$ cat src/rtl/alu_result_stage.sv
// Registered output stage for the ripple adder: derives {N,Z,C,V} and buffers results in a 2-entry FIFO.
// Optional feature macro STICKY_FLAGS_EN adds sticky_flags / sticky_clr accumulation of accepted flags.
module alu_result_stage #(
    parameter int N = 4
) (
    input  logic         clk,
    input  logic         rst_n,
    input  logic         in_valid,
    output logic         in_ready,
    input  logic [N-1:0] in_sum,
    input  logic         in_cout,
    input  logic         in_overflow,
    output logic         out_valid,
    input  logic         out_ready,
    output logic [N-1:0] out_result,
    output logic [3:0]   out_flags,
    output logic [1:0]   occupancy
`ifdef STICKY_FLAGS_EN
    ,
    output logic [3:0]   sticky_flags,
    input  logic         sticky_clr
`endif
);

    typedef enum logic [1:0] {
        EMPTY = 2'd0,
        ONE   = 2'd1,
        FULL  = 2'd2
    } state_t;

    state_t       state_p1;
    state_t       state_next;
    logic [N-1:0] head_result_p1;
    logic [N-1:0] tail_result_p1;
    logic [3:0]   head_flags_p1;
    logic [3:0]   tail_flags_p1;
    logic [3:0]   new_flags;
    logic         load_head;
    logic         load_tail;
    logic         promote;

    function automatic logic [3:0] derive_flags(input logic [N-1:0] sum,
                                                input logic         cout,
                                                input logic         ovf);
        return {sum[N-1], (sum == '0), cout, ovf};
    endfunction

    assign new_flags = derive_flags(in_sum, in_cout, in_overflow);

    // Stage p1: occupancy state register
    always_ff @(posedge clk or negedge rst_n) begin
        if (!rst_n) begin
            state_p1 <= EMPTY;
        end else begin
            state_p1 <= state_next;
        end
    end

    // Next state is written from raw inputs per state so no path runs back through in_ready/out_valid
    always_comb begin
        state_next = state_p1;
        case (state_p1)
            EMPTY: begin
                if (in_valid) state_next = ONE;
            end
            ONE: begin
                if (in_valid && !out_ready)      state_next = FULL;
                else if (!in_valid && out_ready) state_next = EMPTY;
            end
            FULL: begin
                if (out_ready) state_next = ONE;
            end
            default: state_next = EMPTY;
        endcase
    end

    always_comb begin
        in_ready  = 1'b0;
        out_valid = 1'b0;
        occupancy = 2'd0;
        load_head = 1'b0;
        load_tail = 1'b0;
        promote   = 1'b0;
        case (state_p1)
            EMPTY: begin
                in_ready  = 1'b1;
                load_head = in_valid;
            end
            ONE: begin
                in_ready  = 1'b1;
                out_valid = 1'b1;
                occupancy = 2'd1;
                load_head = in_valid & out_ready;
                load_tail = in_valid & ~out_ready;
            end
            FULL: begin
                out_valid = 1'b1;
                occupancy = 2'd2;
                promote   = out_ready;
            end
            default: begin
                in_ready = 1'b0;
            end
        endcase
    end

    // Stage p1: head entry drives the outputs directly and holds its value once drained
    always_ff @(posedge clk or negedge rst_n) begin
        if (!rst_n) begin
            head_result_p1 <= '0;
            head_flags_p1  <= '0;
        end else if (load_head) begin
            head_result_p1 <= in_sum;
            head_flags_p1  <= new_flags;
        end else if (promote) begin
            head_result_p1 <= tail_result_p1;
            head_flags_p1  <= tail_flags_p1;
        end
    end

    always_ff @(posedge clk) begin
        if (load_tail) begin
            tail_result_p1 <= in_sum;
            tail_flags_p1  <= new_flags;
        end
    end

    assign out_result = head_result_p1;
    assign out_flags  = head_flags_p1;

`ifdef STICKY_FLAGS_EN
    logic accept;

    assign accept = in_valid & in_ready;

    // Clear takes priority, but a same-cycle accept still lands in the freshly cleared value
    always_ff @(posedge clk or negedge rst_n) begin
        if (!rst_n) begin
            sticky_flags <= 4'b0000;
        end else if (sticky_clr) begin
            sticky_flags <= accept ? new_flags : 4'b0000;
        end else if (accept) begin
            sticky_flags <= sticky_flags | new_flags;
        end
    end
`endif

endmodule

$ cat config.mk
export PLATFORM = sky130hd
export DESIGN_NAME = alu_result_stage
export DESIGN_NICKNAME = d
export VERILOG_FILES = /design/src/rtl/alu_result_stage.sv
export SDC_FILE = /design/constraint.sdc
export NUM_CORES = 1
export LEC_CHECK = 0
export ABC_AREA = 1
export CAP_MARGIN = 25
export CORE_MARGIN = 8
export CORE_UTILIZATION = 59
export DETAILED_ROUTE_END_ITERATION = 10
export DONT_BUFFER_PORTS = 1
export GPL_ROUTABILITY_DRIVEN = 0
export PLACE_DENSITY = 0.75
export SYNTH_ARGS = -nofsm -noshare
export SYNTH_HDL_FRONTEND = slang
export SYNTH_SLANG_ARGS = --single-unit
$ cat constraint.sdc
create_clock -name clk -period 1.4 [get_ports clk]
set_clock_uncertainty 0.1 [all_clocks]
set_input_delay 0.28 -clock clk [delete_from_list [all_inputs] [get_ports clk]]
set_output_delay 0.28 -clock clk [all_outputs]
set_load 0.01 [all_outputs]
* Word-level counts from Yosys, hierarchy flattened
Index checks and enable logic that the tools add are counted.
Word-level totals: input port bits 10, word-level logic and storage cells 38, output and inout port bits 12, register bits after elaboration 18
Cells by class: reduce and logical (&&, ||, !) cells 10, bitwise operators 3, mux-type cells 15, equal/unequal tests 5
Operators by type and width (number):
- $mux W4 | 4
- $mux W2 | 4
- $pmux W2 S3 | 1
- $logic_not A4 Y1 | 1
- $mux W1 | 4
- $ne A2 B2 Y1 const B | 2
- $pmux W2 S2 | 1
- $reduce_or A2 Y1 | 2
- $ne A3 B3 Y1 const B | 1
- $reduce_and A3 Y1 | 1
- $and A1 B1 Y1 | 2
- $eq A2 B1 Y1 const B | 1
- $eq A2 B2 Y1 const B | 1
- $logic_and A1 B1 Y1 | 2
- $logic_not A1 Y1 | 2
- $logic_not A2 Y1 | 1
- $pmux W1 S2 | 1
- $reduce_bool A2 Y1 | 1
- $not A1 Y1 | 1

* Longest topological paths before layout
Gate-level depths: netlist of the first run.
depth in word-level cells 5, mapped depth 8, depth with buffers taken out 8

* Worst setup path before layout of the first run
Ideal clock, no wire load.
path type reg-to-reg, from register state_p1[1], to register tail_flags_p1[0] (enable), buffers on the path 0, arrival 985 ps, setup slack -4 ps, period minus slack after synthesis 1404 ps, required time 981 ps, library setup time 319 ps, cell stages (with the launch flop) 5, cell sequence dfrtp_1 -> inv_1 -> ha_1 -> nand2_1 -> inv_1
Between the ends: longest elaborated chain between the ends 2
RTL lines:
- start, declared | line 31 | state_t state_p1;
- start signal, assigned | line 55 | state_p1 <= state_next;
- $eq A2 B1 Y1 | line 84 | case (state_p1)
- $mux W1 | line 84
- named net load_tail | line 39 | logic load_tail;
- end signal, assigned | line 124 | tail_flags_p1 <= new_flags;
- end, declared | line 36 | logic [3:0] tail_flags_p1;
The timed path passes the listed nets, and every way through them passes these cells. A chain may end at the register's enable or synchronous reset.

* Worst setup path after layout of the first run
from register state_p1[0], to output port in_ready
Between the ends: longest elaborated chain between the ends 3, elaborated cells between the ends (all ways) 4, those cells by class eq/ne (1); mux (1); reduce/logical (2)
RTL lines:
- $eq A2 B1 Y1 / $logic_not A2 Y1 (equally long branches) | line 84
- $reduce_or A2 Y1 (no source line) (*)
- $mux W1 (*) | line 84
- end, declared | line 9 | output logic in_ready,
Mark *: on every way between the ends. The rest lies on a longest branch, timed or not.

==> results of run 1 <==
==> synth_stat cells <==
| cell | count |
|---|---|
| nand2_1 | 50 |
| inv_1 | 14 |
| dfrtp_1 | 9 |
| edfxtp_1 | 7 |
| nor2_1 | 7 |
| ha_1 | 6 |
| nand2_2 | 4 |
| nand3_1 | 3 |
| buf_4 | 1 |
| inv_4 | 1 |
| inv_6 | 1 |
| nand2_8 | 1 |
| nor2_8 | 1 |
| or2_2 | 1 |
==> kinds of logic (layout without fill, tap and decap cells) <==
| group | count (synthesis) | in the layout | share of synthesized area [%] |
|---|---|---|---|
| and+or+nand+nor | 67 | 68 | 33.9 |
| buffers and inverters | 17 | 35 | 8.48 |
| DFF | 16 | 16 | 49.2 |
| adders and majority gates | 6 | 6 | 8.47 |
==> area by class of cell <==
class / count / area (µm²)
clock buffer: 4 / 36.3
fill: 88 / 292
inverter: 16 / 72.6
multi-input combinational: 74 / 463
sequential: 16 / 437
tap: 16 / 20.0
timing repair buffer: 15 / 134
==> worst max-delay path: cells and delay by family (launching register included) <==
family / cells / cell delay (ps)
DFF: 1 / 420
buffers and inverters: 1 / 80
adders and majority gates: 1 / 170
and+or+nand+nor: 1 / 250
==> how the worst max path moves through the flow <==
stage	start	to	cells past startpoint
CTS	state_p1[0]	in_ready	2
detailed placement	state_p1[1]	tail_result_p1[0]	4
floorplan	state_p1[1]	tail_flags_p1[0]	4
global placement	state_p1[0]	in_ready	3
global route	state_p1[1]	in_ready	3
finish	state_p1[0]	in_ready	3
==> flip-flops by register name, indices dropped and copies added (netlist names) <==
| name | flops |
|---|---|
| tail_result_p1 | 4 |
| out_result | 4 |
| tail_flags_p1 | 3 |
| out_flags | 3 |
| state_p1 | 2 |
==> routing by layer <==
layer,track usage (%),wire length [µm]
met3,4.89,150
met4,7.38,61
met1,13.1,757
met5,0,0
met2,22.5,981
==> through the flow <==
step | instance area (µm²) | util (%) | setup TNS (ps) | cells
after detailed placement | 923 | 63.5 | -38.7 | 124
after CTS | 1100 | 75.7 | -431 | 138
after global placement | 923 | 63.5 | 0 | 124
after global routing | 1160 | 79.9 | -1120 | 141
after floorplan | 888 | - | 0 | 106
final | 1160 | 79.9 | -411 | 141
==> repair_timing <==
| item | in CTS | in global routing |
|---|---|---|
| pin swaps | 2 | 3 |
| endpoints found under the setup margin | 11 | 20 |
| gates cloned | 0 | 1 |
| buffers inserted | 3 | 2 |
| endpoints found under the hold margin | 15 | 0 |
| hold buffers | 7 | 0 |
| resized for setup | 12 | 10 |
==> power by group through the flow <==
stage	sequential (mW)	combinational, mW	clock (mW)
after floorplan	0.791	0.666	0
after global placement	0.817	0.782	0
after detailed placement	0.827	0.805	0
after CTS	0.828	1.02	0.309
after global routing	0.843	1.32	0.334
final	0.821	1.20	0.304
==> run summary, run 1 <==
The area added between synthesis and finish was 31.2%; the number of global-route vias before repair was 637. CTS placed an instance of clkbuf_4 at the clock tree root. In this run the cell area of the synthesized design comes to 886 µm².

The worst-margin pin slew is 448 ps. Minimum setup slack in the final design: -174 ps. Count of state elements after synthesis: 16. STA classifies the critical path endpoint as a primary output. The pre-antenna-repair detailed-routing pass consisted of 4 iterations. Portion of synthesized cell area occupied by the leading cell type: 25.4%. Critical register-to-register path endpoint: out_result[1]. Measured along the x axis, the die boundary spans 54.8 µm.

In this run the critical register-to-register path is launched from state_p1[0]. The wire-length estimate of the detail-placed layout is 1260 µm. Timing would allow up to 635 MHz. The number of antenna diodes in the final layout is 0. The run gives 13.0% as the global router's overall resource usage. Summed over all layers, the global routing overflow is 0.

Hold timing on the final database bottoms out at a slack of 88.9 ps. The die covers 3000 µm². The startpoint identified for the worst hold timing path is in_sum[0]. The wire length reported by the detailed router is 1950 µm, and the proportion of synthesized chip area in sequential cells is 49.2%. The share of total power dissipated in the clock network is 13.1%.

For hold timing, the worst endpoint is out_result[0]. The initial antenna violation count was 0. The clock reaches the later pin of the worst-skew pair after 280 ps. In this design, the stage delay of the slowest critical-path cell is 420 ps. Portion of total power attributed to combinational logic: 51.5%.

The run gives 0 as the count of yosys warnings during synthesis. Prior to clock tree synthesis, the placed netlist has a worst setup slack of -5.10 ps. The final reports fail on setup timing.

The worst hold path was traced through 4 stages. Dividing the final minimum period by the clock period gives 112%. STA classifies the critical path startpoint as a register. The critical path in this run is classified as register to primary output. Once the floorplan was initialized, standard cells occupied 60.9% of the core. The clock buffer count from CTS is 3, and the number of nets produced by synthesis is 122.

The final count of negative-setup-slack endpoints was 4. In this run the power spent charging and discharging nets is 0.971 mW. The number of nets still failing antenna checks after routing is 0. Time the final worst path needs with I/O delays and setup: 1570 ps. The height of the chip came out at 54.8 µm.

The worst-case register-to-register setup slack is 0 ps. Of the total power, the share spent switching nets is 41.8%. Yosys mapped the design onto 14 distinct sky130hd cell types. The data arrival at the endpoint of the critical path came out at 1190 ps. Synthesized area divided by synthesized cell count: 8.36 µm². Sorting the synthesized cells by area gives the leading types as dfrtp_1 (25%), edfxtp_1 (24%), nand2_1 (21%). Per report_power, the sequential group accounts for 35.4% of the total. The tools report the max-slew violation total from the final report as 0.

The clock passes through at most 2 buffers. At the worst endpoint, the required time is 1020 ps. The run gives 0.00122 V as the worst-case vdd ir drop. The standard cell core area is 1450 µm², and the ratio of cells with drive above 1 in the final layout is 28.0%. The residual DRC count is 0, and the per-cell via count in the routed design is 4.94. The tools report the detailed router's first-iteration violation count as 22. The signal on the critical path passes through inv_2, ha_4, or2_4.

In the synthesized netlist, the number of instances is 106. In this run the core area contains 14 standard-cell rows. The internal power summed over all cells is 1.35 mW. Dividing total power by cell area gives a power density of 2000 nW/µm².

For the maximum level of the CTS H-tree, the log shows 1. TritonCTS built the clock tree. The final-report hold violation count is 0.

The biggest area contributor in the post-synthesis netlist is dfrtp_1. Along the worst path, the maximum fanout reaches 3. The first global-routing pass estimated 2730 µm of wire. The routed layout has 697 vias.

The average routed wire per standard cell came out at 13.8 µm. The number of cells on the worst reg-to-reg path is 8. Setup repair after global routing could not meet its margin everywhere. The run gives 142 as the number of nets in the final layout.

The total power came out at 2.32 mW. In the layout the commonest cells are nand2_1 (46), inv_1 (11), dfrtp_1 (8). The pin count of the biggest net entering global routing is 10. The master of the slowest instance on the critical path was dfrtp_2. The top-level I/O count was 22. The most common cell after layout, fill and taps aside was nand2_1.

The clock edge transition at the registers on the reported setup and hold paths was 90 ps. The run finished, with violations left. The number of buffers inserted by port buffering works out to 0. The worst hold path class was input pin to register.

In this run the tightest slew margin relative to its limit is 70.0%. Clock sink total: 16. The static leakage is 0.598 nW, and the number of max-cap violations is 0.
Power figures use the tool's default switching activity.
==> run 2: changes to the inputs <==
SKIP_CTS_REPAIR_TIMING = 1   (was default)
==> run summary, run 2 (same netlist as run 1, synthesis figures left out) <==
The fraction of power consumed by sequential logic is 40.0%, and the pin count of the biggest net entering global routing is 10. Timing would allow up to 630 MHz. The tools report the initial antenna violation count as 0. The combined area of the multi-input logic cells was 420 µm²; the residual DRC count was 0. The minimum setup slack in the final design is -188 ps, and the final critical-path share of the clock period is 113%.

The height of the chip is 54.8 µm. The run gives 45.6% as the portion of total power attributed to combinational logic. Internal power comes to 1.21 mW. The HPWL after detailed placement is 1260 µm.

The time the final worst path needs with I/O delays and setup works out to 1590 ps. In this run the standard cell core region covers 1450 µm². Along the worst path, the maximum fanout reaches 4. Detailed routing inserted a total of 638 vias.

The number of nets in the final layout came out at 136. The number of global-route vias before repair is 590, and the max-slew violation total from the final report is 0. Leaving out fill and tap cells, the most frequent cell in the layout is nand2_1. Cells with a size suffix above 1 make up 19.3% of the layout.

The tools report the number of buffers between clock root and the deepest sink as 2. For the maximum level of the CTS H-tree, the log shows 1. The buffer type at the clock tree root is clkbuf_4. The run finished, with violations left. STA classifies the critical path startpoint as a register.

The wire length reported by the detailed router was 1670 µm; the per-cell via count in the routed design was 4.73. The number of buffers inserted by port buffering works out to 0. Across the VDD grid, the largest voltage drop is 0.00125 V. Dividing the detail-routed wire length by the instance count gives 12.3 µm.

For this design the ratio of total power to cell area is 1920 nW/µm². The initial utilization of the core area, before any placement, comes to 60.9%. In this run the most critical hold path is launched from in_cout. The remaining global-route overflow was 0. Clock-pin slew was measured on the worst setup and hold paths at 90 ps. The run gives 10 as the detailed router's first-iteration violation count. Setup repair after global routing could not meet its margin everywhere. The number of nets still failing antenna checks after routing is 0, and the global router's overall resource usage is 11.8%.

The antenna diode count is 0. Measured against its own limit, the worst slew margin works out to 70.1%. Across the run, the number of max-cap violations was 0. The switching power as a share of total power is 41.5%, and the post-placement worst setup slack is -5.10 ps. The first-pass GRT wire length was 2490 µm; the final-layout fill cell count was 101. Area occupied by registers: 437 µm². The data arrival at the endpoint of the critical path was 1210 ps.

In the layout the commonest cells are nand2_1 (50), inv_1 (11), dfrtp_1 (8). The switching component of the power is 0.860 mW. The run gives 0 as the final-report hold violation count. The launch point of the critical path is state_p1[0]. Worst hold path class: input pin to register. For the area of the die, the log shows 3000 µm². The tools report the top-level I/O count as 22. The worst register-to-register path begins at state_p1[0]. For the static leakage, the log shows 0.554 nW. The worst-margin pin slew is 447 ps. The clock share of power was 14.4%.

TritonCTS built the clock tree. The number of rows in the core area was 14. The tools report the detailed-routing iteration count for the pre-antenna-repair pass as 4.

The clock sink total came out at 16. The data required time at the worst endpoint was 1020 ps; the clock insertion delay at the later pin of the skew report was 280 ps. The area added between synthesis and finish came out at 21.5%. The checks that failed: setup timing. The start-to-end type of the worst setup path was register to primary output.

The final count of negative-setup-slack endpoints was 4; the total power was 2.07 mW. In this run the horizontal extent of the chip is 54.8 µm. The clock buffer count from CTS is 3. The worst setup path is captured at a primary output.
-- run 2: changes by cell type in the layout (fill, tap and decap cells not counted), sizes merged --
cell   previous run  this run
buf               8         3
nand2            56        55
-- run 2: through the flow --
| stage | std cells | utilization (%) | hold WS (ps) | TNS (ps) | cell area (µm²) |
|---|---|---|---|---|---|
| 2_1_floorplan | 106 | - | -116 | 0 | 888 |
| 3_3_place_gp | 124 | 63.5 | -115 | 0 | 923 |
| 4_1_cts | 128 | 66.0 | -429 | -897 | 960 |
| 5_1_grt | 135 | 74.0 | 83.0 | -629 | 1080 |
| 6_report | 135 | 74.0 | 91.1 | -431 | 1080 |
| 3_5_place_dp | 124 | 63.5 | -115 | -38.7 | 923 |
-- run 2: power by group through the flow --
stage / combinational (mW) / sequential (mW) / clock (mW)
floorplan: 0.666 / 0.791 / 0
global placement: 0.782 / 0.817 / 0
detailed placement: 0.805 / 0.827 / 0
CTS: 0.808 / 0.817 / 0.309
global route: 1.08 / 0.852 / 0.334
finish: 0.944 / 0.829 / 0.298
-- run 2: cell type report --
type | instances | area share, %
flip-flops and latches | 16 | 40.6
clock buffers | 4 | 3.37
well taps | 16 | 1.86
multi-input cells | 73 | 39.1
repair buffers | 10 | 8.60
inverters | 16 | 6.51
-- run 2: per-layer routing --
metal,share of wire (%),GRT usage [%],vias up
li1,-,-,341
met1,37,11.3,275
met2,53,19.6,18
met3,8.6,6.79,4
met4,2.0,6.15,0
met5,0,0,-
-- run 2: worst paths after layout --
kind	end	slack (ps)	depth (start not counted)
max in group asynchronous	state_p1[0]	600	1
max	in_ready	-190	3
min	out_flags[1]	90	4
min in group asynchronous	out_flags[1]	270	1
max reg2reg	out_flags[0]	100	7
min reg2reg	out_flags[1]	440	4
-- run 2: worst max-delay path, stage by stage (launching register included) --
cell and delay [ps]:
dfrtp_2 450, inv_4 60, ha_4 180, or2_4 240
==> run 3: changes to the inputs <==
CORE_UTILIZATION = 23   (was 59)
PLACE_DENSITY = default   (was 0.75)
==> run summary, run 3 (same netlist as run 1, synthesis figures left out) <==
The run gives 0.000468 V as the worst-case vdd ir drop. The worst register-to-register path begins at state_p1[1]. In this run the cell area measured after placement is 971 µm². Setup repair after global routing could not meet its margin everywhere. The number of antenna diodes in the final layout is 0. The analysis attributes to net switching a power of 0.899 mW.

During I/O placement, the number of pins put on the boundary was 22. The logs give 260 ps for the clock insertion delay at the later pin of the skew report and 10.8% for the global routing usage on met2. The design draws 2.21 mW. After global routing, the most crowded layer is met2. The run gives -165 ps as the minimum setup slack in the final design. The initial utilization of the core area, before any placement, comes to 24.0%. The die is 78.1 µm wide. The flow ran to the end, but the final reports show violations. Measured in cells, the most critical reg-to-reg path has a length of 8.

Using the TritonRoute via totals, the vias-per-cell ratio works out to 4.02. Timing would allow up to 639 MHz. The logs give 6.49% for the global-route met1 utilization and 2 for the number of buffers between clock root and the deepest sink. The HPWL after detailed placement is 1640 µm. The worst hold path was traced through 0 stages. The tools report the buffer type at the clock tree root as clkbuf_8. Entering global routing, the biggest net connects 10 pins.

Net switching is 40.7% of the power. For the initial antenna violation count, the log shows 0. In this run the most critical hold path is launched from in_sum[2]. Internal power comes to 1.31 mW. Across the run, the number of max-cap violations was 0. Master of the slowest instance on the critical path: dfrtp_1.

The clock network accounts for 19.0% of the total power. The first detailed-routing pass took 4 iterations. The critical path goes through inv_2, ha_2, or2_4. The final instance area came out at 1100 µm². For this run, the slowest stage of the critical path takes 390 ps. The worst-margin pin slew is 415 ps, and the headroom to the max-slew limit is 72.2%.

The die is 78.1 µm tall. The time the final worst path needs with I/O delays and setup is 1570 ps. For the worst setup path, the data required time is 1020 ps. On the final layout, the worst hold slack is 15.5 ps. The setup path with the least slack is of type register to primary output. Cells fill 29.9% of the core in the end. The tools report the wire length reported by the detailed router as 2140 µm.

The tools report the global-route track usage on met3 as 6.26%. The number of buffers inserted by port buffering came out at 0. The worst setup path is launched from a register. The worst-case register-to-register setup slack is 20 ps.

The worst hold path endpoint is tail_result_p1[2]. Along the worst path, the maximum fanout reaches 4. TritonCTS built the clock tree.

Summed over all layers, the global routing overflow is 0. Average routed wire per standard cell: 12.8 µm. The floorplan has 22 rows. The logs give 0 for the final-report hold violation count and 16 for the clock sink total. The share of total power dissipated in combinational logic is 43.7%.

In this run the remaining antenna-violating nets after routing total 0. Detailed routing inserted a total of 671 vias. The worst hold path class is input pin to register. After the first detailed-routing iteration, the DRC count stood at 125. The area of the die was 6090 µm²; the residual DRC count was 0.

The area growth from synthesis to layout is 24.6%. The final reports fail on setup timing. Power spread over the standard cell area amounts to 2000 nW/µm².

The final-layout fill cell count was 394. After layout, the worst path uses 112% of the clock period. The final layout contains 136 nets. At the worst endpoint, the arrival time is 1190 ps. The library cell used most frequently in the layout, excluding fill and tap cells, is nand2_1. Ratio of cells with drive above 1 in the final layout: 21.0%.

The run gives 1 as the maximum level of the CTS H-tree. The final count of negative-setup-slack endpoints was 3. The endpoint class of the critical path is a primary output. The logs give 3380 µm for the first-pass GRT wire length and 7.22% for the global router's overall resource usage.

The tools report the max-slew violation total from the final report as 0. The logs give 707 for the number of global-route vias before repair and 3690 µm² for the standard cell core area. In the layout the commonest cells are nand2_1 (50), inv_1 (11), dfrtp_1 (9). The clock edge transition at the registers on the reported setup and hold paths came out at 60 ps. For this design the static power due to leakage is 0.557 nW. The clock buffer count from CTS is 3. Critical register-to-register path endpoint: state_p1[1]. Registers are responsible for 37.3% of the overall power.
==> run 3: changes by cell type in the layout (fill, tap and decap cells not counted), moves of 2 or more <==
| cell | before | now |
|---|---|---|
| ha_4 | 3 | 1 |
| dlygate4sd3_1 | 7 | 5 |
| ha_2 | 0 | 2 |
| buf_4 | 3 | 5 |
| clkbuf_4 | 3 | 0 |
| clkbuf_8 | 1 | 4 |
==> run 3: layer usage <==
metal	share of wire, %	up-vias
met2	41	25
met5	0	-
met3	16	4
met4	2.7	0
li1	-	338
met1	40	304
==> run 3: cell type report <==
type | instances | area (µm²) | share of cell area [%]
timing repair buffer | 10 | 87.6 | 7.94
clock buffer | 4 | 55.1 | 4.99
inverter | 16 | 67.6 | 6.12
sequential | 16 | 435 | 39.5
tap | 48 | 60.1 | 5.44
multi-input combinational | 73 | 398 | 36.1
==> run 3: critical path, delay by kind of cell, from the launching register on <==
family / cells / cell delay [ps]
buffers and inverters: 1 / 70
DFF: 1 / 390
and+or+nand+nor: 1 / 270
adders and majority gates: 1 / 200
==> run 3: worst max-delay path by stage <==
| stage | to | start |
|---|---|---|
| after CTS | in_ready | state_p1[0] |
| after floorplan | tail_flags_p1[0] | state_p1[1] |
| after global placement | tail_flags_p1[1] | state_p1[1] |
| after global routing | in_ready | state_p1[1] |
| after detailed placement | tail_result_p1[3] | state_p1[1] |
| final | in_ready | state_p1[1] |
==> run 3: through the flow <==
| stage | setup TNS (ps) | setup slack (ps) | instances |
|---|---|---|---|
| floorplan | 0 | 44.5 | 106 |
| global placement | 0 | 59.4 | 157 |
| detailed placement | -56.7 | -8.31 | 157 |
| CTS | -775 | -283 | 161 |
| global route | -739 | -200 | 167 |
| finish | -390 | -165 | 167 |
==> run 3: power by group through the flow <==
stage	clock network, mW	logic, mW	registers, mW
floorplan	0	0.666	0.791
global placement	0	0.803	0.818
detailed placement	0	0.848	0.834
CTS	0.430	0.855	0.826
global route	0.466	1.09	0.850
finish	0.420	0.965	0.823
